==> config.mk <==
export PLATFORM = sky130hd
export DESIGN_NAME = clk_div_ctrl
export DESIGN_NICKNAME = d
export VERILOG_FILES = /design/src/rtl/clk_div_ctrl_pkg.sv /design/src/rtl/clk_div_ctrl_rr_arb2.sv /design/src/rtl/clk_div_ctrl.sv
export SDC_FILE = /design/constraint.sdc
export NUM_CORES = 1
export LEC_CHECK = 0
export CORE_ASPECT_RATIO = 2
export CORE_MARGIN = 1.5
export CORE_UTILIZATION = 44
export DETAILED_ROUTE_END_ITERATION = 16
export PLACE_DENSITY_LB_ADDON = 0.25
export SLEW_MARGIN = 20
export SYNTH_ARGS = -nofsm -noshare
export SYNTH_HDL_FRONTEND = slang
export SYNTH_HIERARCHICAL = 1
export SYNTH_SLANG_ARGS = --single-unit
==> constraint.sdc <==
create_clock -name i_ref_clk -period 2.5 [get_ports i_ref_clk]
set_input_delay 0.375 -clock i_ref_clk [delete_from_list [all_inputs] [get_ports i_ref_clk]]
set_output_delay 0.375 -clock i_ref_clk [all_outputs]
set_load 0.01 [all_outputs]
==> src/rtl/clk_div_ctrl_pkg.sv <==
// Shared types and defaults for the clock-divider reconfiguration controller.
// Used by clk_div_ctrl and rr_arb2.
package clk_div_ctrl_pkg;

  typedef enum logic [2:0] {
    ST_IDLE   = 3'd0,
    ST_DRAIN  = 3'd1,
    ST_LOAD   = 3'd2,
    ST_SETTLE = 3'd3,
    ST_ENABLE = 3'd4
  } state_e;

  localparam int DEF_DRAIN_CYC     = 4;
  localparam int DEF_SETTLE_CYC    = 2;
  localparam int DEF_DEFAULT_RATIO = 16;
  localparam int CNT_W             = 8;

  // A phase of N cycles is counted N-1 down to 0.
  function automatic logic [CNT_W-1:0] cyc_to_cnt(input int cyc);
    if (cyc > 1) begin
      return CNT_W'(cyc - 1);
    end else begin
      return {CNT_W{1'b0}};
    end
  endfunction

endpackage

==> src/rtl/clk_div_ctrl_rr_arb2.sv <==
// Two-input round-robin arbiter.
// The grant is combinational; the pointer moves only when the grant is accepted.
module rr_arb2 (
  input  logic       i_ref_clk,
  input  logic       i_rst_n,
  input  logic [1:0] req,
  input  logic       accept,
  output logic [1:0] gnt
);

  logic prio1_r;

  // Grant selection: the pointer names the requester with priority.
  always_comb begin
    gnt = 2'b00;
    if (prio1_r) begin
      if (req[1]) begin
        gnt = 2'b10;
      end else if (req[0]) begin
        gnt = 2'b01;
      end else begin
        gnt = 2'b00;
      end
    end else begin
      if (req[0]) begin
        gnt = 2'b01;
      end else if (req[1]) begin
        gnt = 2'b10;
      end else begin
        gnt = 2'b00;
      end
    end
  end

  // Pointer update: the requester just served loses priority.
  always_ff @(posedge i_ref_clk or negedge i_rst_n) begin
    if (!i_rst_n) begin
      prio1_r <= 1'b0;
    end else if (accept && (gnt != 2'b00)) begin
      prio1_r <= gnt[0];
    end else begin
      prio1_r <= prio1_r;
    end
  end

endmodule

==> src/rtl/clk_div_ctrl.sv <==
// Sequences ratio changes of a clock divider: drain, load, settle, re-enable.
// Optional range check of captured ratios with CLK_DIV_CTRL_RANGE_CHECK_EN.
module clk_div_ctrl
  import clk_div_ctrl_pkg::*;
#(
  parameter int WIDTH         = 6,
  parameter int DEFAULT_RATIO = DEF_DEFAULT_RATIO,
  parameter int DRAIN_CYC     = DEF_DRAIN_CYC,
  parameter int SETTLE_CYC    = DEF_SETTLE_CYC
) (
  input  logic             i_ref_clk,
  input  logic             i_rst_n,
  input  logic             i_req0,
  input  logic             i_req1,
  input  logic [WIDTH-1:0] i_ratio0,
  input  logic [WIDTH-1:0] i_ratio1,
  output logic             o_ack0,
  output logic             o_ack1,
  output logic             o_clk_en,
  output logic [WIDTH-1:0] o_div_ratio,
  output logic             o_busy
`ifdef CLK_DIV_CTRL_RANGE_CHECK_EN
  ,
  output logic             o_err
`endif
);

  state_e           state_r, state_s;
  logic [CNT_W-1:0] cnt_r, cnt_s;
  logic             sel_r, sel_s;
  logic [WIDTH-1:0] ratio_r, ratio_s;
  logic [WIDTH-1:0] cap_ratio_s;
  logic [WIDTH-1:0] div_s;
  logic [1:0]       gnt_s;
  logic             accept_s;
  logic             reject_s;
  logic             ack_any_s;
  logic             ack0_s, ack1_s, clk_en_s, busy_s;

  rr_arb2 u_arb (
    .i_ref_clk (i_ref_clk),
    .i_rst_n   (i_rst_n),
    .req       ({i_req1, i_req0}),
    .accept    (accept_s),
    .gnt       (gnt_s)
  );

  // Next-state and next-output logic; outputs are derived from the next state.
  always_comb begin
    state_s     = state_r;
    cnt_s       = cnt_r;
    sel_s       = sel_r;
    ratio_s     = ratio_r;
    div_s       = o_div_ratio;
    accept_s    = 1'b0;
    reject_s    = 1'b0;
    cap_ratio_s = gnt_s[1] ? i_ratio1 : i_ratio0;

    case (state_r)
      ST_IDLE: begin
        if (gnt_s != 2'b00) begin
          accept_s = 1'b1;
          sel_s    = gnt_s[1];
          ratio_s  = cap_ratio_s;
`ifdef CLK_DIV_CTRL_RANGE_CHECK_EN
          reject_s = (cap_ratio_s < WIDTH'(2));
`else
          reject_s = 1'b0;
`endif
          if (reject_s) begin
            state_s = ST_IDLE;
          end else if (cap_ratio_s == o_div_ratio) begin
            // Same ratio: nothing to reprogram, acknowledge straight away.
            state_s = ST_ENABLE;
          end else begin
            state_s = ST_DRAIN;
            cnt_s   = cyc_to_cnt(DRAIN_CYC);
          end
        end else begin
          state_s = ST_IDLE;
        end
      end
      ST_DRAIN: begin
        if (cnt_r == {CNT_W{1'b0}}) begin
          state_s = ST_LOAD;
        end else begin
          cnt_s = cnt_r - CNT_W'(1);
        end
      end
      ST_LOAD: begin
        div_s   = ratio_r;
        state_s = ST_SETTLE;
        cnt_s   = cyc_to_cnt(SETTLE_CYC);
      end
      ST_SETTLE: begin
        if (cnt_r == {CNT_W{1'b0}}) begin
          state_s = ST_ENABLE;
        end else begin
          cnt_s = cnt_r - CNT_W'(1);
        end
      end
      ST_ENABLE: begin
        state_s = ST_IDLE;
      end
      default: begin
        state_s = ST_IDLE;
        cnt_s   = {CNT_W{1'b0}};
      end
    endcase

    clk_en_s  = (state_s == ST_IDLE) || (state_s == ST_ENABLE);
    busy_s    = (state_s != ST_IDLE);
    ack_any_s = ((state_s == ST_ENABLE) && (state_r != ST_ENABLE)) || reject_s;
    ack0_s    = ack_any_s && !sel_s;
    ack1_s    = ack_any_s && sel_s;
  end

  // State, capture and counter registers.
  always_ff @(posedge i_ref_clk or negedge i_rst_n) begin
    if (!i_rst_n) begin
      state_r <= ST_IDLE;
      cnt_r   <= {CNT_W{1'b0}};
      sel_r   <= 1'b0;
      ratio_r <= WIDTH'(DEFAULT_RATIO);
    end else begin
      state_r <= state_s;
      cnt_r   <= cnt_s;
      sel_r   <= sel_s;
      ratio_r <= ratio_s;
    end
  end

  // Registered outputs.
  always_ff @(posedge i_ref_clk or negedge i_rst_n) begin
    if (!i_rst_n) begin
      o_ack0      <= 1'b0;
      o_ack1      <= 1'b0;
      o_clk_en    <= 1'b1;
      o_div_ratio <= WIDTH'(DEFAULT_RATIO);
      o_busy      <= 1'b0;
    end else begin
      o_ack0      <= ack0_s;
      o_ack1      <= ack1_s;
      o_clk_en    <= clk_en_s;
      o_div_ratio <= div_s;
      o_busy      <= busy_s;
    end
  end

`ifdef CLK_DIV_CTRL_RANGE_CHECK_EN
  // Reject pulse, coincident with the ack of the rejected request.
  always_ff @(posedge i_ref_clk or negedge i_rst_n) begin
    if (!i_rst_n) begin
      o_err <= 1'b0;
    end else begin
      o_err <= reject_s;
    end
  end
`endif

endmodule
==> results of run 1 <==
[worst paths after layout]
| check | from | endpoint | slack [ns] |
|---|---|---|---|
| worst max-delay path | i_req1 | cnt_r[0] | 0.11 |
| worst min-delay path | i_rst_n | cnt_r[2] | 0.49 |
| worst max register to register | u_arb/prio1_r | cnt_r[0] | 0.30 |
| worst min register to register | ratio_r[4] | ratio_r[4] | 0.51 |
| max in group asynchronous | i_rst_n | o_clk_en | 1.70 |
| min in group i_ref_clk | ratio_r[4] | ratio_r[4] | 0.51 |
[state kept, by name, indices dropped and copies added, names as in the netlist]
signal,cells
state_r,3
o_ack1,1
ratio_r,6
cnt_r,8
o_div_ratio,6
o_clk_en,1
u_arb/prio1_r,1
sel_r,1
o_busy,1
o_ack0,1
[per-stage QoR]
| step | power [mW] | cells |
|---|---|---|
| floorplan | 1.45 | 141 |
| global placement | 1.77 | 204 |
| detailed placement | 1.82 | 204 |
| CTS | 2.24 | 212 |
| global route | 2.38 | 212 |
| finish | 2.22 | 212 |
[metal layers]
layer	global-route usage (%)	part of all wire, %	vias up
met5	0	0	-
met4	10.2	2.8	0
met3	6.38	3.5	9
met2	38.8	60	26
met1	19.6	34	565
li1	-	-	571
[cell usage in the layout (no fill, tap or decap), drive strengths merged, types with 4 or more instances in the layout]
cell and count:
dfrtp 26, clkdlybuf4s50 25, nor2 16, a21oi 14, buf 12, mux2i 8, inv 7, xnor2 7
clkbuf 7, mux2 7, nand2 5, nor3 5, o22ai 4, a31oi 4
[cell type report]
cell class,count,area [µm²],area share [%]
Sequential cell,29,729,37.4
Multi-Input combinational cell,100,702,36.0
Timing Repair Buffer,37,353,18.1
Clock buffer,7,96.3,4.94
Tap cell,31,38.8,1.99
Inverter,7,26.3,1.35
Clock inverter,1,5.00,0.257
[cells by family after synthesis]
| family | count (synthesis) | share of synthesized area [%] |
|---|---|---|
| simple gates | 41 | 14.7 |
| compound gates | 35 | 15.6 |
| flops | 29 | 49.1 |
| mux | 15 | 11.2 |
| buf+inv | 12 | 3.62 |
| xor+xnor | 7 | 4.13 |
| fa+ha+maj | 2 | 1.68 |
[report_power, final]
| part | internal, mW | total, mW | switching [mW] |
|---|---|---|---|
| clock | 0.248 | 0.415 | 0.167 |
| combinational | 0.505 | 0.947 | 0.442 |
| sequential | 0.682 | 0.862 | 0.179 |
==> flow_metrics.env, run 1 <==
export IMPL_outcome="complete, no violations"
export IMPL_hold_buffers=0
export IMPL_setup_violations_final=0
export IMPL_synth_edf_count=0
export IMPL_slowest_stage="clkdlybuf4s50_1"
export IMPL_synth_cell_area_um2=1490
export IMPL_tritoncts="done"
export IMPL_clockBufferDepth=2
export IMPL_clk_latency_ns=0.28
export IMPL_grt_max_degree=30
export IMPL_startpoint_type="input pin"
export IMPL_cp_required_ns=2.66
export IMPL_place_area_um2=1850
export IMPL_dieArea_um2=3750
export IMPL_row_count=29
export IMPL_powerDensity_nw_per_um2=1140
export IMPL_fmax_ghz=0.418
export IMPL_arrival_ns=2.56
export IMPL_path_cells="clkdlybuf4s50_1 > a21boi_1 > buf_12 > mux2i_2 > xnor2_1 > nor4_4 > a31oi_4 > mux2_4"
export IMPL_grt_pass1_wl_um=5730
export IMPL_place_gp_congestion=0.783
export IMPL_viasPerCell=5.52
export IMPL_drt_initial_drc_count=23
export IMPL_synth_seq_cells=29
export IMPL_post_place_ws_ns=-0.158
export IMPL_crit_buf_inv=2
export IMPL_worst_pin_slew_ns=0.574
export IMPL_whs_ns=0.490
export IMPL_die_x_um=44.1
export IMPL_area_growth_pct=31.3
export IMPL_skew_ns=0.00486
export IMPL_num_io_pins=26
export IMPL_clock_sinks=29
export IMPL_ctsResizeCount=0
export IMPL_finalInstanceArea_um2=1950
export IMPL_clk_pin_slew_ns=0.06
export IMPL_fin_crit_ns=2.39
export IMPL_drv_cap=0
export IMPL_root_buffer="clkbuf_8"
export IMPL_ys_async_sr_fraction_pct=100
export IMPL_drc_errors=0
export IMPL_dp_hpwl_um=2550
export IMPL_max_slew_margin_pct=61.6
export IMPL_worst_slack_ns=0.106
export IMPL_synth_top_area_share_pct=43.8
export IMPL_max_stage_delay_ns=0.50
export IMPL_syn_inst=141
export IMPL_setup_tns_ns=0
export IMPL_wl_per_cell_um=15.7
export IMPL_timing_final_crit_share_pct=95.8
export IMPL_path_delay_family="buffers and inverters"
export IMPL_n_antenna_cell=0
export IMPL_rsz0062_at_grt="false"
export IMPL_synth_top_flop_cell="dfrtp_1"
export IMPL_ys_top_cells_by_count="dfrtp_1, nor2_1, a21oi_1"
export IMPL_critical_path_class="input pin to flip-flop"
export IMPL_yosysUniqueCellTypes=37
export IMPL_drt_antenna_violating_nets=0
export IMPL_post_cts_setup_buffer_count=0
export IMPL_nFillCells=288
export IMPL_synth_most_common_cell="dfrtp_1"
export IMPL_syn_avg_cell_area_um2=10.5
export IMPL_grt_use_total_pct=21.1
export IMPL_path_depth=8
export IMPL_core_area_um2=3190
export IMPL_dieHeight_um=85.2
export IMPL_htree_num_levels=2
export IMPL_p_leak_nw=0.842
export IMPL_antenna_found_initial=0
export IMPL_vias=1171
export IMPL_first_global_vias=1295
export IMPL_hp_class="input pin to asynchronous set/reset pin"
export IMPL_post_route_util_pct=61.1
export IMPL_ys_seq_area_share_pct=49.1
export IMPL_grt_remaining_overflow=0
export IMPL_end_kind="flip-flop"
export IMPL_layout_nets=198
export IMPL_layout_drive_gt1_share_pct=19.9
export IMPL_r2r_cells=8
export IMPL_start_util_pct=46.5
export IMPL_port_buffers=25
export IMPL_dr_pass1_iters=4
export IMPL_synth_area_leaders="dfrtp_1, dfstp_2, a21oi_1"
export IMPL_hold_viol_final=0
export IMPL_wirelength_um=3340
export IMPL_numCtsBuffers=5
export IMPL_crit_path_max_fanout=9
export IMPL_syn_num_nets=159
export IMPL_synth_top_area_cell="dfrtp_1"
export IMPL_drv_slew=0
export IMPL_irDropWorstVdd_mv=0.634
export IMPL_ys_warn_count=6
(Power assumes the default switching activity.)
==> run 2, diff against run 1 <==
--- a/config.mk
+++ b/config.mk
@@ -9,7 +9,7 @@
 export CORE_MARGIN = 1.5
 export CORE_UTILIZATION = 44
 export DETAILED_ROUTE_END_ITERATION = 16
-export PLACE_DENSITY_LB_ADDON = 0.25
+export PLACE_DENSITY = 0.77
 export SLEW_MARGIN = 20
 export SYNTH_ARGS = -nofsm -noshare
 export SYNTH_HDL_FRONTEND = slang
==> run 2 against run 1 <==
Effect of this change: wire length down 2.3%; worst hold slack improved by 0.0025 ns; count of clock-buffer cells in the layout increased by 1; critical path depth is 1 higher; final cell count up 0.94%; sequential cell count unchanged; critical endpoint is now state_r[0]; sequential power is essentially flat; cell area is 0.45% lower; highest routed layer unchanged; setup slack worse by 0.036 ns; sequential share of layout area increased by 0.17 points.
==> flow_metrics.env, run 2 (same netlist as run 1, synthesis figures left out) <==
export IMPL_worst_slack_ns=0.0695
export IMPL_drt_antenna_violating_nets=0
export IMPL_timing_final_crit_share_pct=97.2
export IMPL_r2r_cells=9
export IMPL_dieArea_um2=3750
export IMPL_max_slew_margin_pct=60.9
export IMPL_die_x_um=44.1
export IMPL_grt_use_total_pct=20.5
export IMPL_antenna_found_initial=0
export IMPL_finalInstanceArea_um2=1940
export IMPL_post_place_ws_ns=-0.218
export IMPL_place_gp_congestion=0.873
export IMPL_htree_num_levels=2
export IMPL_drv_cap=0
export IMPL_n_antenna_cell=0
export IMPL_vias=1205
export IMPL_p_leak_nw=0.840
export IMPL_drv_slew=0
export IMPL_nFillCells=281
export IMPL_wirelength_um=3260
export IMPL_hp_class="input pin to asynchronous set/reset pin"
export IMPL_tritoncts="done"
export IMPL_fin_crit_ns=2.43
export IMPL_clk_latency_ns=0.27
export IMPL_wl_per_cell_um=15.2
export IMPL_layout_common_cells="dfrtp_1, clkdlybuf4s50_1, nor2_1"
export IMPL_grt_remaining_overflow=0
export IMPL_dp_hpwl_um=2510
export IMPL_fmax_ghz=0.411
export IMPL_irDropWorstVdd_mv=0.627
export IMPL_numCtsBuffers=5
export IMPL_powerDensity_nw_per_um2=1130
export IMPL_r2r_start="u_arb/prio1_r"
export IMPL_outcome="complete, no violations"
export IMPL_end_kind="flip-flop"
export IMPL_setup_violations_final=0
export IMPL_crit_path_max_fanout=9
export IMPL_place_area_um2=1850
export IMPL_post_route_util_pct=60.8
export IMPL_regMostFlops="cnt_r"
export IMPL_rsz0062_at_grt="false"
export IMPL_layout_drive_gt1_share_pct=19.7
export IMPL_core_area_um2=3190
export IMPL_dieHeight_um=85.2
export IMPL_reg_top3="cnt_r: 8 flops, o_div_ratio: 6 flops, ratio_r: 6 flops"
export IMPL_clk_pin_slew_ns=0.05
export IMPL_dr_pass1_iters=4
export IMPL_row_count=29
export IMPL_largest_reg_flops=8
export IMPL_hold_viol_final=0
export IMPL_worstReg2RegEnd="state_r[0]"
export IMPL_final_common_cell="dfrtp_1"
export IMPL_grt_pass1_wl_um=5590
export IMPL_ctsResizeCount=0
export IMPL_start_util_pct=46.5
export IMPL_hold_buffers=0
export IMPL_post_cts_setup_buffer_count=0
export IMPL_startpoint_type="input pin"
export IMPL_skew_ns=0.00487
export IMPL_viasPerCell=5.63
export IMPL_reg2reg_slack_ns=0.26
export IMPL_port_buffers=25
export IMPL_area_growth_pct=30.7
export IMPL_drc_errors=0
export IMPL_first_global_vias=1298
export IMPL_cp_required_ns=2.65
export IMPL_critical_path_startpoint="i_req1"
export IMPL_worst_pin_slew_ns=0.584
export IMPL_root_buffer="clkbuf_8"
export IMPL_grt_max_degree=30
export IMPL_clock_sinks=29
export IMPL_clockBufferDepth=2
export IMPL_layout_nets=200
export IMPL_arrival_ns=2.58
export IMPL_num_io_pins=26
export IMPL_drt_initial_drc_count=31
export IMPL_critical_path_class="input pin to flip-flop"
==> run 2: changes by cell type in the layout (fill, tap and decap cells not counted) <==
cell      before  now
buf_12         1    0
buf_4         11   14
clkbuf_1       0    2
clkbuf_8       7    6
clkinv_2       1    0
==> run 2: area by class of cell <==
class                      count  area [µm²]  share of cell area [%]
tap                           31        38.8                    2.00
timing repair buffer          39         355                    18.3
sequential                    29         729                    37.6
multi-input combinational    100         702                    36.1
inverter                       7        26.3                    1.35
clock buffer                   8        90.1                    4.64
==> run 2: critical path, stage by stage <==
cell             delay (ns)
clkdlybuf4s50_1        0.49
a21boi_1               0.17
buf_4                  0.21
mux2i_1                0.36
xnor2_1                0.15
nor4_4                 0.34
buf_4                  0.18
nand2_1                0.07
a22o_1                 0.22
==> run 2: layer usage <==
metal,vias up,routed length [µm],track usage (%)
met3,7,76,3.83
met1,597,1170,19.3
met2,28,1930,38.1
li1,573,-,-
met4,0,81,11.8
met5,-,0,0
==> run 2: report_power, final <==
group	total, mW	leakage [nW]	switching [mW]	internal, mW
combinational	0.956	0.453	0.447	0.509
clock	0.387	0.0455	0.163	0.224
sequential	0.859	0.341	0.176	0.682
total	2.20	0.840	0.787	1.42
==> run 2: stage by stage <==
| step | hold slack (ns) | TNS [ns] | std cells | power, mW |
|---|---|---|---|---|
| global route | 0.524 | 0 | 214 | 2.36 |
| global placement | 0.489 | -0.759 | 206 | 1.77 |
| finish | 0.493 | 0 | 214 | 2.20 |
| floorplan | 0.0794 | 0 | 141 | 1.45 |
| CTS | 0.496 | 0 | 214 | 2.22 |
| detailed placement | 0.496 | -2.01 | 206 | 1.82 |
==> run 2: worst max path at each step <==
stage / endpoint / slack, ns
floorplan: cnt_r[0] / 0.44
global placement: cnt_r[0] / -0.09
detailed placement: cnt_r[7] / -0.22
CTS: cnt_r[7] / 0.06
global route: cnt_r[6] / 0.005
finish: state_r[0] / 0.07
==> RTL change 1, RTL diff (flow settings as in run 2) <==
Encoding of `state_e`: now Gray code (3 bits for 5 states).
--- a/src/rtl/clk_div_ctrl_pkg.sv
+++ b/src/rtl/clk_div_ctrl_pkg.sv
@@ -3,11 +3,11 @@
 package clk_div_ctrl_pkg;
 
   typedef enum logic [2:0] {
-    ST_IDLE   = 3'd0,
-    ST_DRAIN  = 3'd1,
-    ST_LOAD   = 3'd2,
-    ST_SETTLE = 3'd3,
-    ST_ENABLE = 3'd4
+    ST_IDLE   = 3'b000,
+    ST_DRAIN  = 3'b001,
+    ST_LOAD   = 3'b011,
+    ST_SETTLE = 3'b010,
+    ST_ENABLE = 3'b110
   } state_e;
 
   localparam int DEF_DRAIN_CYC     = 4;
Behaviour: no difference found for any inputs over 10 cycles, from zero or initial values and one cycle with i_rst_n low; not proved beyond that.
==> RTL change 1 against run 2 <==
- total power increased by 28%
- via count increased by 6.8%
- core utilization increased by 1.3 points
- count of clock-buffer cells in the layout decreased by 3
- area after synthesis increased by 3.3%
- setup slack improved by 0.15 ns
- sequential power increased by 2%
- sequential cell count unchanged
- sequential share of layout area decreased by 2.8 points
- design area increased by 8.0%
- non-clock buffer count decreased by 1
- routed wire length increased by 12%
==> RTL change 1: results <==
status:
  outcome: "finished, final reports clean"
setup_path:
  rr_worst_depth: 10
  regToRegSetupSlack_ns: 0.22
  reg2reg_to: "cnt_r[2]"
  slowest_delay_ns: 0.45
  slowest_stage: "nor4_4"
  crit_fanout: 7
  path_delay_family: "simple AND/OR/NAND/NOR gates"
drt:
  wl_per_cell_um: 16.5
  vias_per_cell: 5.82
  first_iter_violations: 22
  wl_um: 3650
synthesis:
  synth_nets: 168
  synth-compound-area-share: 0.140
  syn_inst: 150
  synth.area.mux_share: 0.112
  synth_adder_area_share: 0.0163
  seq_area_frac_synth: 0.476
  synthArstFlopShare: 1.00
  synth_area_leaders: "dfrtp_1 42%, mux2i_1 5.9%, dfstp_2 5.1%, a21oi_1 4.6%, mux2_2 4.4%"
  yosysUniqueCellTypes: 38
  ys_top_cells_by_count: "26 x dfrtp_1, 17 x nor2_1, 14 x a21oi_1"
  ys_warn_count: 6
  yosys.area_share.xor_xnor: 0.0400
hold_path:
  hold_path_class: "in2reg"
  min_path_cells: 2
place:
  portBuffers: 25
  place_area_um2: 1880
  dp_hpwl_um: 2680
  place_congestion: 0.864
  dp_slack_ns: -0.290
global_route:
  grt_pass1_wl_um: 5740
  grt_use_met2: 0.379
  grt_use_met3: 0.0375
  grt_pass1_vias: 1329
  use_met1: 0.193
  grt_use_total: 0.199
clocking:
  clock_path_buffers: 2
  clk_latency_ns: 0.28
  htreeDepth: 2
  clk_pin_slew_ns: 0.07
  root_buffer: "clkbuf_8"
timing:
  skew_ns: 0.00503
  whs_ns: 0.346
  worstMarginPinSlew_ns: 0.423
layout:
  fin_nets: 206
  diodes: 0
  fill_cells: 263
  final_layout_size_suffix_gt1_frac: 0.243
  reg_top3: "cnt_r: 8 flops, o_div_ratio: 6 flops, ratio_r: 6 flops"
power_and_ir_drop:
  ir_drop_mv: 0.880
  p_leak_nw: 0.930
## RTL change 1: cell types whose count changed after synthesis, sizes merged, moves of 3 or more
| cell | run 2 | this run |
|---|---|---|
| nand2 | 5 | 11 |
| o22ai | 4 | 0 |
| a31oi | 4 | 1 |
| nand2b | 3 | 6 |
| nor3 | 5 | 2 |
## RTL change 1: cells by family after synthesis
group	Yosys count
xor+xnor	7
simple gates	51
flops	29
compound gates	33
mux	16
buf+inv	12
fa+ha+maj	2
## RTL change 1: where the power goes
group | switching [mW] | internal (mW)
clock | 0.181 | 0.396
sequential | 0.194 | 0.683
combinational | 0.685 | 0.678
## RTL change 1: how the worst max path moves through the flow
| stage | start | endpoint | slack, ns |
|---|---|---|---|
| floorplan | u_arb/prio1_r | cnt_r[6] | 0.41 |
| global placement | i_req1 | cnt_r[5] | -0.22 |
| detailed placement | i_req1 | cnt_r[2] | -0.29 |
| CTS | i_req1 | cnt_r[2] | 0.01 |
| global route | u_arb/prio1_r | cnt_r[2] | 0.05 |
| finish | u_arb/prio1_r | cnt_r[2] | 0.22 |
## RTL change 1: area by class of cell
type | count | area [um2] | area share
clock inverter | 3 | 65.1 | 0.0310
sequential | 29 | 729 | 0.348
timing repair buffer | 38 | 360 | 0.172
tap | 32 | 40.0 | 0.0191
multi-input combinational | 109 | 815 | 0.388
clock buffer | 5 | 68.8 | 0.0328
inverter | 5 | 18.8 | 0.00895
## RTL change 1: metal layers
metal / part of all wire / wire (um)
met3: 0.026 / 93
met5: 0 / 0
met1: 0.34 / 1240
met4: 0.021 / 75
met2: 0.61 / 2240
## RTL change 1: timing repair
item,4_1_cts,5_1_grt
resized for setup,1,17
pin swaps,1,4
setup buffers,0,0
endpoints found under the setup margin,1,10
==> RTL change 2, RTL diff (settings of run 2) <==
Without the edit above. The parameter `WIDTH` goes from 6 to 3.
--- a/src/rtl/clk_div_ctrl.sv
+++ b/src/rtl/clk_div_ctrl.sv
@@ -3,7 +3,7 @@
 module clk_div_ctrl
   import clk_div_ctrl_pkg::*;
 #(
-  parameter int WIDTH         = 6,
+  parameter int WIDTH         = 3,
   parameter int DEFAULT_RATIO = DEF_DEFAULT_RATIO,
   parameter int DRAIN_CYC     = DEF_DRAIN_CYC,
   parameter int SETTLE_CYC    = DEF_SETTLE_CYC
Interface: changed (resized i_ratio0, i_ratio1 and o_div_ratio); port bits go from 26 to 17. The function was not compared with the original's and may differ.
==> RTL change 2 against run 2 <==
- non-clock buffer count is 15 lower
- routed wire length is 22% lower
- design area is 24% lower
- first-iteration DRC count is 42% lower
- worst hold slack worse by 0.034 ns
- area after synthesis is 18% lower
- setup slack better by 0.18 ns
- clock skew is 0.0011 ns higher
- synthesized cell count is 17% lower
- sequential cell count is 6 lower
- critical endpoint is now cnt_r[1]
Power is not compared: it rests on default switching activity, and its combinational part moved more than twofold at a synthesized area within 25%.
==> RTL change 2: results <==
status:
  outcome: "finished, final reports clean"
timing:
  whs_ns: 0.459
  slew-limit-headroom: 0.648
layout:
  fin_nets: 153
  fin_cells: 168
  final_layout_size_suffix_gt1_frac: 0.171
global_route:
  use_met1: 0.217
  grt_pass1_vias: 1044
  grt_use_total: 0.204
  grt_use_met2: 0.348
  grt_pass1_wl_um: 4450
setup_path:
  crit_fanout: 5
  crit_arrival_ns: 2.41
  r2r-start: "cnt_r[1]"
place:
  dp_hpwl_um: 2050
  place_area_um2: 1440
  portBuffers: 16
  dp_slack_ns: -0.0240
  place_congestion: 0.864
drt:
  wl_met1_um: 873
  wl_met2_um: 1560
  wl_um: 2540
clocking:
  htreeDepth: 1
  numCtsBuffers: 3
synthesis:
  ys_top_cells_by_count: "22 x dfrtp_1, 12 x a21oi_1, 10 x nor2_1"
  yosysTopAreaCellShare: 0.453
  synth_area_leaders: "dfrtp_1 45%, a21oi_1 4.9%, mux2_2 3.7%, nor3_1 3.3%, nor2_1 3.1%"
  seq_area_frac_synth: 0.475
[RTL change 2: changes by cell type after synthesis, sizes merged, moves of 4 or more]
cell,change
o22ai,-4
o31ai,+4
nor2,-6
mux2i,-4
dfrtp,-4
[RTL change 2: logic make-up after synthesis]
kind of cell,Yosys count,share of synthesized area
and+or+nand+nor,34,0.153
muxes,9,0.0855
buffers and inverters,12,0.0494
adders and majority gates,2,0.0206
AOI/OAI and AO/OA,33,0.187
DFF,23,0.475
xor gates and xnor gates,4,0.0288
[RTL change 2: worst max-delay path: stages]
cell and delay [ns]:
clkdlybuf4s50_1 0.49, a21boi_1 0.16, buf_4 0.16, mux2i_1 0.26, xnor2_1 0.19, nor4b_2 0.09, or2_1 0.27, buf_4 0.16
o31ai_1 0.24
[RTL change 2: final cells by class]
cell class,instances,area [um2]
clock buffer,4,45.0
fill,233,1120
tap,28,35.0
multi-input combinational,82,578
timing repair buffer,24,220
sequential,23,577
inverter,7,26.3
